[config.mk]
export PLATFORM = sky130hd
export DESIGN_NAME = vx_dispatch_packet_arbiter_flat
export DESIGN_NICKNAME = d
export VERILOG_FILES = /design/src/rtl/vx_dispatch_packet_arbiter_pkg.sv /design/src/rtl/vx_dispatch_packet_arbiter_if.sv /design/src/rtl/vx_dispatch_skid_buf.sv /design/src/rtl/vx_dispatch_packet_arbiter.sv /design/src/flat_wrapper.sv
export SDC_FILE = /design/constraint.sdc
export NUM_CORES = 1
export LEC_CHECK = 0
export BUFFER_PORTS_ARGS = -buffer_cell sky130_fd_sc_hd__buf_4
export CAP_MARGIN = 20
export CORE_MARGIN = 1.5
export CORE_UTILIZATION = 40
export CTS_CLUSTER_DIAMETER = 200
export DETAILED_ROUTE_END_ITERATION = 10
export PLACE_DENSITY = 0.67
export SLEW_MARGIN = 10
export SYNTH_ARGS = -nofsm -noshare
export SYNTH_HDL_FRONTEND = slang
export SYNTH_SLANG_ARGS = --single-unit
[constraint.sdc]
create_clock -name clk -period 11.75 [get_ports clk]
set_input_delay 1.7625 -clock clk [delete_from_list [all_inputs] [get_ports clk]]
set_output_delay 1.7625 -clock clk [all_outputs]
set_load 0.03 [all_outputs]
[src/rtl/vx_dispatch_packet_arbiter_pkg.sv]
// Shared types and helpers for the packetised dispatch arbiter.
// Holds the arbiter state encoding and the requester-index width helper.
package vx_dispatch_packet_arbiter_pkg;

    typedef enum logic [0:0] {
        ARB_IDLE   = 1'b0,
        ARB_LOCKED = 1'b1
    } arb_state_e;

    // A single requester still needs a 1-bit index field.
    function automatic int log2up(input int n);
        return (n > 1) ? $clog2(n) : 1;
    endfunction

endpackage

[src/rtl/vx_dispatch_packet_arbiter_if.sv]
// Bundle of the per-requester dispatch streams and the shared FU-side beat port.
// master drives the requester side and out_ready; slave is the arbiter.
interface vx_dispatch_packet_arbiter_if
    import vx_dispatch_packet_arbiter_pkg::*;
#(
    parameter int NUM_REQS = 4,
    parameter int DATAW    = 64
);
    localparam int REQ_SEL_W = log2up(NUM_REQS);

    logic [NUM_REQS-1:0]       in_valid;
    logic [NUM_REQS*DATAW-1:0] in_data;
    logic [NUM_REQS-1:0]       in_sop;
    logic [NUM_REQS-1:0]       in_eop;
    logic [NUM_REQS-1:0]       in_ready;

    logic                      out_valid;
    logic [DATAW-1:0]          out_data;
    logic                      out_sop;
    logic                      out_eop;
    logic [REQ_SEL_W-1:0]      out_sel;
    logic                      out_ready;

    modport master (
        output in_valid, in_data, in_sop, in_eop, out_ready,
        input  in_ready, out_valid, out_data, out_sop, out_eop, out_sel
    );

    modport slave (
        input  in_valid, in_data, in_sop, in_eop, out_ready,
        output in_ready, out_valid, out_data, out_sop, out_eop, out_sel
    );

endinterface

[src/rtl/vx_dispatch_skid_buf.sv]
// Two-entry full-throughput buffer: a push in cycle t is visible at the output in t+1.
// in_ready depends only on occupancy (never on out_ready); head entry holds still while stalled.
module vx_dispatch_skid_buf #(
    parameter int WIDTH = 8
) (
    input  logic             clk,
    input  logic             reset,
    input  logic             in_valid,
    input  logic [WIDTH-1:0] in_data,
    output logic             in_ready,
    output logic             out_valid,
    output logic [WIDTH-1:0] out_data,
    input  logic             out_ready
);
    logic [WIDTH-1:0] entry_q [2];
    logic             wr_ptr_q;
    logic             rd_ptr_q;
    logic [1:0]       count_q;
    logic             push;
    logic             pop;

    assign in_ready  = (count_q != 2'd2);
    assign out_valid = (count_q != 2'd0);
    assign out_data  = entry_q[rd_ptr_q];
    assign push      = in_valid & in_ready;
    assign pop       = out_valid & out_ready;

    always_ff @(posedge clk) begin
        if (reset) begin
            wr_ptr_q <= 1'b0;
            rd_ptr_q <= 1'b0;
            count_q  <= 2'd0;
        end else begin
            if (push) wr_ptr_q <= ~wr_ptr_q;
            if (pop)  rd_ptr_q <= ~rd_ptr_q;
            case ({push, pop})
                2'b10:   count_q <= count_q + 2'd1;
                2'b01:   count_q <= count_q - 2'd1;
                default: count_q <= count_q;
            endcase
        end
    end

    // Payload storage needs no reset; occupancy alone decides validity.
    always_ff @(posedge clk) begin
        if (push) entry_q[wr_ptr_q] <= in_data;
    end

    stall_stable: assert property (@(posedge clk) disable iff (reset)
        (out_valid && !out_ready) |=> (out_valid && $stable(out_data)));

endmodule

[src/rtl/vx_dispatch_packet_arbiter.sv]
// Round-robin packet arbiter sharing one FU port; locks on a requester from first beat to eop.
// One cycle from input fire to out_valid; in_ready drops only when the 2-entry buffer is full.
module vx_dispatch_packet_arbiter
    import vx_dispatch_packet_arbiter_pkg::*;
#(
    parameter int NUM_REQS = 4,
    parameter int DATAW    = 64,
    parameter int PERF_W   = 32
) (
    input  logic                        clk,
    input  logic                        reset,
    vx_dispatch_packet_arbiter_if.slave bus,
    output logic [PERF_W-1:0]           perf_stalls,
    output logic [PERF_W-1:0]           perf_packets
);
    localparam int REQ_SEL_W = log2up(NUM_REQS);

    // Beat layout follows the module parameters, so it is declared here.
    typedef struct packed {
        logic [REQ_SEL_W-1:0] sel;
        logic                 sop;
        logic                 eop;
        logic [DATAW-1:0]     data;
    } beat_t;

    localparam int BEAT_W = $bits(beat_t);

    arb_state_e           state_q, state_d;
    logic [REQ_SEL_W-1:0] rr_ptr_q, rr_ptr_d;
    logic [REQ_SEL_W-1:0] lock_idx_q, lock_idx_d;
    logic [REQ_SEL_W-1:0] grant_idx;
    logic [REQ_SEL_W-1:0] fire_idx;
    logic [NUM_REQS-1:0]  rot_valid;
    logic [NUM_REQS-1:0]  in_ready_c;
    logic                 buf_ready;
    logic                 accept_ok;
    logic                 in_fire;
    logic                 fire_eop;
    beat_t                buf_in;
    beat_t                buf_out;

    function automatic logic [REQ_SEL_W-1:0] find_first(input logic [NUM_REQS-1:0] v);
        logic [REQ_SEL_W-1:0] idx;
        idx = '0;
        for (int i = NUM_REQS - 1; i >= 0; i--) begin
            if (v[i]) idx = REQ_SEL_W'(i);
        end
        return idx;
    endfunction

    function automatic logic [REQ_SEL_W-1:0] next_idx(input logic [REQ_SEL_W-1:0] i);
        return (i == REQ_SEL_W'(NUM_REQS - 1)) ? '0 : i + REQ_SEL_W'(1);
    endfunction

    // Rotate so rr_ptr sits at bit 0, find-first, then map back to the real index.
    always_comb begin
        int j;
        int g;
        for (int i = 0; i < NUM_REQS; i++) begin
            j = int'(rr_ptr_q) + i;
            if (j >= NUM_REQS) j = j - NUM_REQS;
            rot_valid[i] = bus.in_valid[j];
        end
        g = int'(rr_ptr_q) + int'(find_first(rot_valid));
        if (g >= NUM_REQS) g = g - NUM_REQS;
        grant_idx = REQ_SEL_W'(g);
    end

    assign accept_ok = buf_ready & ~reset;

    always_comb begin
        state_d    = state_q;
        rr_ptr_d   = rr_ptr_q;
        lock_idx_d = lock_idx_q;
        in_ready_c = '0;
        fire_idx   = grant_idx;
        in_fire    = 1'b0;
        case (state_q)
            ARB_IDLE: begin
                fire_idx = grant_idx;
                if (|bus.in_valid) begin
                    in_ready_c[grant_idx] = accept_ok;
                    in_fire               = accept_ok;
                end
            end
            ARB_LOCKED: begin
                fire_idx               = lock_idx_q;
                in_ready_c[lock_idx_q] = accept_ok;
                in_fire                = accept_ok & bus.in_valid[lock_idx_q];
            end
            default: ;
        endcase
        fire_eop = bus.in_eop[fire_idx];
        if (in_fire) begin
            if (fire_eop) begin
                state_d  = ARB_IDLE;
                rr_ptr_d = next_idx(fire_idx);
            end else begin
                state_d    = ARB_LOCKED;
                lock_idx_d = fire_idx;
            end
        end
    end

    assign bus.in_ready = in_ready_c;

    always_ff @(posedge clk) begin
        if (reset) begin
            state_q      <= ARB_IDLE;
            rr_ptr_q     <= '0;
            lock_idx_q   <= '0;
            perf_stalls  <= '0;
            perf_packets <= '0;
        end else begin
            state_q    <= state_d;
            rr_ptr_q   <= rr_ptr_d;
            lock_idx_q <= lock_idx_d;
            if ((|bus.in_valid) && !in_fire) perf_stalls <= perf_stalls + PERF_W'(1);
            if (in_fire && fire_eop)         perf_packets <= perf_packets + PERF_W'(1);
        end
    end

    always_comb begin
        buf_in.sel  = fire_idx;
        buf_in.sop  = bus.in_sop[fire_idx];
        buf_in.eop  = fire_eop;
        buf_in.data = bus.in_data[int'(fire_idx) * DATAW +: DATAW];
    end

    vx_dispatch_skid_buf #(
        .WIDTH (BEAT_W)
    ) u_skid (
        .clk       (clk),
        .reset     (reset),
        .in_valid  (in_fire),
        .in_data   (buf_in),
        .in_ready  (buf_ready),
        .out_valid (bus.out_valid),
        .out_data  (buf_out),
        .out_ready (bus.out_ready)
    );

    assign bus.out_data = buf_out.data;
    assign bus.out_sop  = buf_out.sop;
    assign bus.out_eop  = buf_out.eop;
    assign bus.out_sel  = buf_out.sel;

    ready_onehot: assert property (@(posedge clk) disable iff (reset) $onehot0(bus.in_ready));

endmodule
[src/flat_wrapper.sv]
// flat-port wrapper written by rule: the top's interface ports become plain ports
module vx_dispatch_packet_arbiter_flat import vx_dispatch_packet_arbiter_pkg::*;
#(
    parameter int NUM_REQS = 4,
    parameter int DATAW    = 64,
    parameter int PERF_W   = 32
)
  (clk, reset, perf_stalls, perf_packets, bus_in_valid, bus_in_data, bus_in_sop, bus_in_eop, bus_out_ready, bus_in_ready, bus_out_valid, bus_out_data, bus_out_sop, bus_out_eop, bus_out_sel);
  vx_dispatch_packet_arbiter_if #(.NUM_REQS(NUM_REQS), .DATAW(DATAW)) bus_i ();
  input  logic clk;
  input  logic reset;
  output logic [PERF_W-1:0] perf_stalls;
  output logic [PERF_W-1:0] perf_packets;
  input wire logic [$bits(bus_i.in_valid)-1:0] bus_in_valid;
  input wire logic [$bits(bus_i.in_data)-1:0] bus_in_data;
  input wire logic [$bits(bus_i.in_sop)-1:0] bus_in_sop;
  input wire logic [$bits(bus_i.in_eop)-1:0] bus_in_eop;
  input wire logic [$bits(bus_i.out_ready)-1:0] bus_out_ready;
  output wire logic [$bits(bus_i.in_ready)-1:0] bus_in_ready;
  output wire logic [$bits(bus_i.out_valid)-1:0] bus_out_valid;
  output wire logic [$bits(bus_i.out_data)-1:0] bus_out_data;
  output wire logic [$bits(bus_i.out_sop)-1:0] bus_out_sop;
  output wire logic [$bits(bus_i.out_eop)-1:0] bus_out_eop;
  output wire logic [$bits(bus_i.out_sel)-1:0] bus_out_sel;
  assign bus_i.in_valid = bus_in_valid;
  assign bus_i.in_data = bus_in_data;
  assign bus_i.in_sop = bus_in_sop;
  assign bus_i.in_eop = bus_in_eop;
  assign bus_i.out_ready = bus_out_ready;
  assign bus_in_ready = bus_i.in_ready;
  assign bus_out_valid = bus_i.out_valid;
  assign bus_out_data = bus_i.out_data;
  assign bus_out_sop = bus_i.out_sop;
  assign bus_out_eop = bus_i.out_eop;
  assign bus_out_sel = bus_i.out_sel;
  vx_dispatch_packet_arbiter #(.NUM_REQS(NUM_REQS), .DATAW(DATAW), .PERF_W(PERF_W)) u_core (.clk(clk), .reset(reset), .bus(bus_i), .perf_stalls(perf_stalls), .perf_packets(perf_packets));
endmodule
==> results.yml, run 1 <==
synthesis:
  syn_nets: 1326
  postSynth.asyncResetShare: 0
  synth.most_common_cell: "nand2_1"
  synth_seq_cells: 210
  avgSynthCellArea_um2: 10.3
  ys_types: 64
  synth_seq_area_share: 0.516
  netlist_instances: 1051
  yosysTopAreaCellShare: 0.379
  synth_largest_area_cell: "edfxtp_1"
  netlist_top_cells_count: "nand2_1, edfxtp_1, nor2_1"
  synth_edf_count: 136
  syn_area_um2: 10800
  ys.flop_type: "edfxtp_1"
  yosysWarnings: 0
  synthTopCellsByArea: "edfxtp_1, dfxtp_1, mux2_2"
pwr:
  power_mw: 3.94
  p_per_area_nw_per_um2: 266
  p_leak_nw: 5.87
  peakVddDrop_mv: 0.134
placement:
  port_buffers: 407
  hpwlAfterDp_mm: 23.3
  routabilityCongestion: 0.853
die:
  die-area_um2: 28000
  coreArea_um2: 26300
  die_w_um: 167
  rows: 59
  start_util: 0.410
  num_io_pins: 408
  die_h_um: 167
cts:
  h-tree-depth: 1
  ctsResizeCount: 0
  cts.path.max_buffers: 3
  numCtsBuffers: 24
  clock_latency_ns: 0.51
  cts-root-buf: "clkbuf_16"
  cts_sinks: 210
  cts_tree: "built"
  cts_hold_buf: 0
  post_cts_buffers: 0
  path_clk_slew_ns: 0.06
critical_path:
  critical_path.endpoint_type: "output pin"
  cp_max_fo: 10
  start_kind: "input pin"
  required_ns: 9.99
  crit_type: "input pin to output pin"
  crit_arrival_ns: 3.78
finish:
  nets: 1692
  multi_input_area_um2: 4870
  area_growth_pct: 37.7
  final_core_utilization: 0.565
  seq_area_um2: 5570
  fill_cells: 2361
  drive_above_1_share: 0.376
detailed_routing:
  dr.pass1.iters: 5
  ant_nets: 0
  vias: 9411
  drtIter0Drc: 540
  wirelength_mm: 33.2
  drc: 0
  viasPerCell: 5.31
  post_drt_wl_per_cell_um: 18.7
sta:
  setup_tns_ns: 0
  post-route-period-util: 0.471
  drv_slew: 0
  worstMarginPinSlew_ns: 1.02
  finalSetupViolCount: 0
  slew_headroom: 0.318
  timing.hold.ws_ns: 0.513
  clock_skew_ns: 0.0170
  hold_viol: 0
  fmax_mhz: 181
  period_minus_slack_ns: 5.54
  grt_setup_unrepaired: "false"
global_routing:
  grt_pass1_wl_mm: 51.1
  grt_pass1_vias: 9203
  grt_overflow: 0
  grtUsageTotal: 0.228
  grt_max_degree: 132
  grt_antenna_before_repair: 2
job:
  drv_cap: 0
outcome:
  status: "completed"
min_path:
  hp-class: "flip-flop to flip-flop"
-- sequential cells by signal, indices dropped and copies added, names as in the netlist, named ones only --
register	count
u_core.state_q	1
u_core.perf_stalls	32
u_core.u_skid.entry_q	136
u_core.u_skid.count_q	2
u_core.u_skid.rd_ptr_q	1
u_core.perf_packets	32
u_core.lock_idx_q	2
u_core.u_skid.wr_ptr_q	1
u_core.rr_ptr_q	2
-- cell families after synthesis --
logic type,after synthesis,share of synthesized area
DFF,210,0.516
AOI/OAI and AO/OA,209,0.140
and+or+nand+nor,403,0.177
muxes,77,0.0798
buffers and inverters,90,0.0352
xor gates and xnor gates,58,0.0471
adders and majority gates,4,0.00464
-- area by class of cell --
| type | count | share of cell area |
|---|---|---|
| flip-flops and latches | 210 | 0.375 |
| multi-input cells | 751 | 0.328 |
| repair buffers | 412 | 0.209 |
| clock buffers | 37 | 0.0507 |
| well taps | 335 | 0.0282 |
| inverters | 18 | 0.00464 |
| clock inverters | 7 | 0.00421 |
| diodes | 2 | 0.000337 |
-- layer usage --
layer,track usage,wire length (um),up-vias
li1,-,-,4560
met1,0.276,13400,4483
met2,0.399,16300,302
met3,0.0466,2180,66
met4,0.0928,1360,0
met5,0,0,-
-- worst max-delay path, cell delays in order --
cell and delay [ns]:
buf_4 0.15, or4_1 0.50, o2111ai_1 0.11, ha_1 0.24, inv_1 0.10, or4_1 0.54
o32ai_1 0.15, buf_4 0.22
-- placed cells by master (no fill, tap or decap), types with 5 or more instances in the layout --
cell type | Yosys | final
a211oi_1 | 77 | 77
a21oi_1 | 25 | 25
a31oi_1 | 65 | 65
and2_0 | 15 | 15
and2_1 | 52 | 51
and3_1 | 7 | 7
and4_1 | 5 | 5
buf_4 | 2 | 411
clkbuf_1 | 47 | 6
clkbuf_16 | 0 | 27
clkinv_2 | 0 | 5
dfxtp_1 | 74 | 73
edfxtp_1 | 136 | 136
inv_1 | 17 | 17
mux2_2 | 69 | 69
mux2i_1 | 5 | 5
nand2_1 | 163 | 163
nand3_1 | 25 | 24
nand4_1 | 15 | 15
nor2_1 | 83 | 82
nor2b_1 | 10 | 10
nor3_1 | 6 | 6
o21ai_0 | 10 | 10
xnor2_1 | 35 | 35
xor2_1 | 23 | 23
-- path summary, 6_finish.rpt --
path                                        startpoint                            to  slack (ns)  cells past startpoint
worst max-delay path                   bus_in_valid[2]               bus_in_ready[1]        6.21                      8
worst min-delay path            u_core.perf_stalls[28]        u_core.perf_stalls[28]        0.51                      2
worst max register to register      u_core.rr_ptr_q[0]  u_core.u_skid.entry_q[0][47]        7.73                     12
worst min register to register  u_core.perf_stalls[28]        u_core.perf_stalls[28]        0.51                      2
-- where the power goes --
part	internal, mW	switching, mW	leakage [nW]
sequential	1.17	0.103	1.86
clock	0.463	0.294	0.404
combinational	0.692	1.23	3.60
total	2.32	1.62	5.87
-- per-stage QoR --
step                      setup WS (ns)  std cells  cell area (um^2)
final                              6.21       1772             14800
after global routing               6.08       1772             14800
after CTS                          6.21       1770             14800
after detailed placement           6.09       1726             14000
after global placement             6.17       1726             14000
after floorplan                    5.74       1051             10800
(Power assumes the default switching activity.)
==> run 2, diff against run 1 <==
Settings changed: PLACE_DENSITY 0.67 to 0.7.
Clock period 11.75 ns to 5.08 ns, I/O delays scaled along.
==> run 2 against run 1 <==
Via count grew 0.61%; sequential power up 130%; critical path depth unchanged; hold slack got worse by 0.0086 ns; setup slack worse by 4.9 ns; global-route usage down 0.68 points; power up 130%; register-to-register slack worse by 6.2 ns; sequential share of layout area is 0.066 points lower; sequential cell count stayed put; non-clock buffer count rose by 4.
==> results.yml, run 2 (synthesis results as in run 1) <==
outcome:
  status: "completed"
cts:
  path_clk_slew_ns: 0.06
  post_cts_buffers: 0
  h-tree-depth: 1
  cts_tree: "built"
  cts.path.max_buffers: 3
  numCtsBuffers: 24
  ctsResizeCount: 0
  clock_latency_ns: 0.51
  cts_sinks: 210
  cts_hold_buf: 0
  cts-root-buf: "clkbuf_16"
finish:
  largest-register: "u_core.u_skid.entry_q"
  final_cell_mix: "buf_4, nand2_1, edfxtp_1"
  final_common_cell: "buf_4"
  area_growth_pct: 37.9
  fill_cells: 2312
  drive_above_1_share: 0.377
  top_regs: "u_core.u_skid.entry_q (136), u_core.perf_packets (32), u_core.perf_stalls (32)"
  nets: 1696
  largest_reg_flops: 136
  final_core_utilization: 0.566
sta:
  period_minus_slack_ns: 3.76
  setup_tns_ns: 0
  drv_slew: 0
  hold_viol: 0
  post-route-period-util: 0.740
  finalSetupViolCount: 0
  slew_headroom: 0.307
  clock_skew_ns: 0.0150
  worstMarginPinSlew_ns: 1.04
  setup_slack_ns: 1.32
  grt_setup_unrepaired: "false"
  fmax_mhz: 266
die:
  coreArea_um2: 26300
  rows: 59
  num_io_pins: 408
  start_util: 0.410
  die_w_um: 167
  die_h_um: 167
  die-area_um2: 28000
critical_path:
  slowest_stage: "dfxtp_1"
  crit_type: "flip-flop to output pin"
  cp_num_cells: 8
  critical_path.top_delay_family: "simple AND/OR/NAND/NOR gates"
  crit_path_max_incr_delay_ns: 0.57
  critical_path.endpoint_type: "output pin"
  rr_worst_depth: 10
  crit_arrival_ns: 3.00
  crit_buf_inv: 2
  cp_max_fo: 12
  start_kind: "flip-flop"
  worstPathCellList: "nor3b_1 -> o21ai_0 -> o2111ai_1 -> ha_1 -> inv_1 -> or4_1 -> o32ai_1 -> buf_4"
  required_ns: 4.32
detailed_routing:
  drtIter0Drc: 411
  ant_nets: 0
  dr.pass1.iters: 5
  post_drt_wl_per_cell_um: 18.4
  drc: 0
  vias: 9468
  viasPerCell: 5.33
  wirelength_mm: 32.8
pwr:
  pwr-share-seq: 0.321
  p_int_mw: 5.37
  combPwrFrac: 0.494
  p_per_area_nw_per_um2: 615
  p_sw_mw: 3.78
  p_sw_frac: 0.413
  p_leak_nw: 5.88
  clockPowerShare: 0.185
  peakVddDrop_mv: 0.553
placement:
  dp_slack_ns: 1.15
  routabilityCongestion: 0.839
  hpwlAfterDp_mm: 22.9
  port_buffers: 407
min_path:
  hold_path_depth: 2
  hp-class: "flip-flop to flip-flop"
job:
  drv_cap: 0
global_routing:
  grt_overflow: 0
  grtUsageTotal: 0.222
  grt_antenna_before_repair: 2
  grt_pass1_wl_mm: 49.2
  grt_pass1_vias: 8945
  grt_max_degree: 132
-- run 2: worst paths after layout --
check | startpoint | endpoint | slack, ns
worst min register to register | u_core.u_skid.rd_ptr_q | flip-flop | 0.50
worst max register to register | u_core.rr_ptr_q[0] | u_core.perf_packets[25] | 1.57
worst min-delay path | u_core.u_skid.rd_ptr_q | flip-flop | 0.50
worst max-delay path | u_core.rr_ptr_q[0] | bus_in_ready[1] | 1.32
-- run 2: tightest hold or removal path: cells and delay by family, from the launching register on --
kind	cells	cell delay, ns
AND/OR/NAND/NOR	1	0.07
flip-flops	1	0.32
XOR/XNOR	1	0.08
-- run 2: metal layers --
| metal | part of all wire | track usage | wire length (um) | up-vias |
|---|---|---|---|---|
| met5 | 0 | 0 | 0 | - |
| met4 | 0.044 | 0.0975 | 1450 | 0 |
| met3 | 0.071 | 0.0487 | 2320 | 74 |
| met2 | 0.48 | 0.379 | 15700 | 350 |
| met1 | 0.40 | 0.269 | 13200 | 4472 |
| li1 | - | - | - | 4572 |
-- run 2: layout make-up --
type                       instances  area [um^2]  share of cell area
clock buffer                      35          707              0.0475
sequential                       210         5570               0.374
tap                              335          419              0.0282
inverter                          18         70.1             0.00471
multi-input combinational        751         4870               0.328
timing repair buffer             416         3160               0.213
antenna                            2         5.00            0.000337
clock inverter                     9         70.1             0.00471
-- run 2: stage by stage --
step	instances	instance area [um^2]	total power [mW]	hold slack, ns
global route	1776	14900	9.65	0.527
global placement	1730	14100	7.40	0.493
detailed placement	1730	14100	7.50	0.498
floorplan	1051	10800	5.93	0.480
finish	1776	14900	9.15	0.504
CTS	1774	14900	9.23	0.510
-- run 2: power by group through the flow --
stage                     sequential (mW)  combinational, mW  clock (mW)
final                                2.94               4.52        1.69
after global routing                 3.00               4.84        1.81
after detailed placement             2.97               4.53           0
after global placement               2.94               4.46           0
after CTS                            2.94               4.55        1.74
after floorplan                      2.85               3.08           0
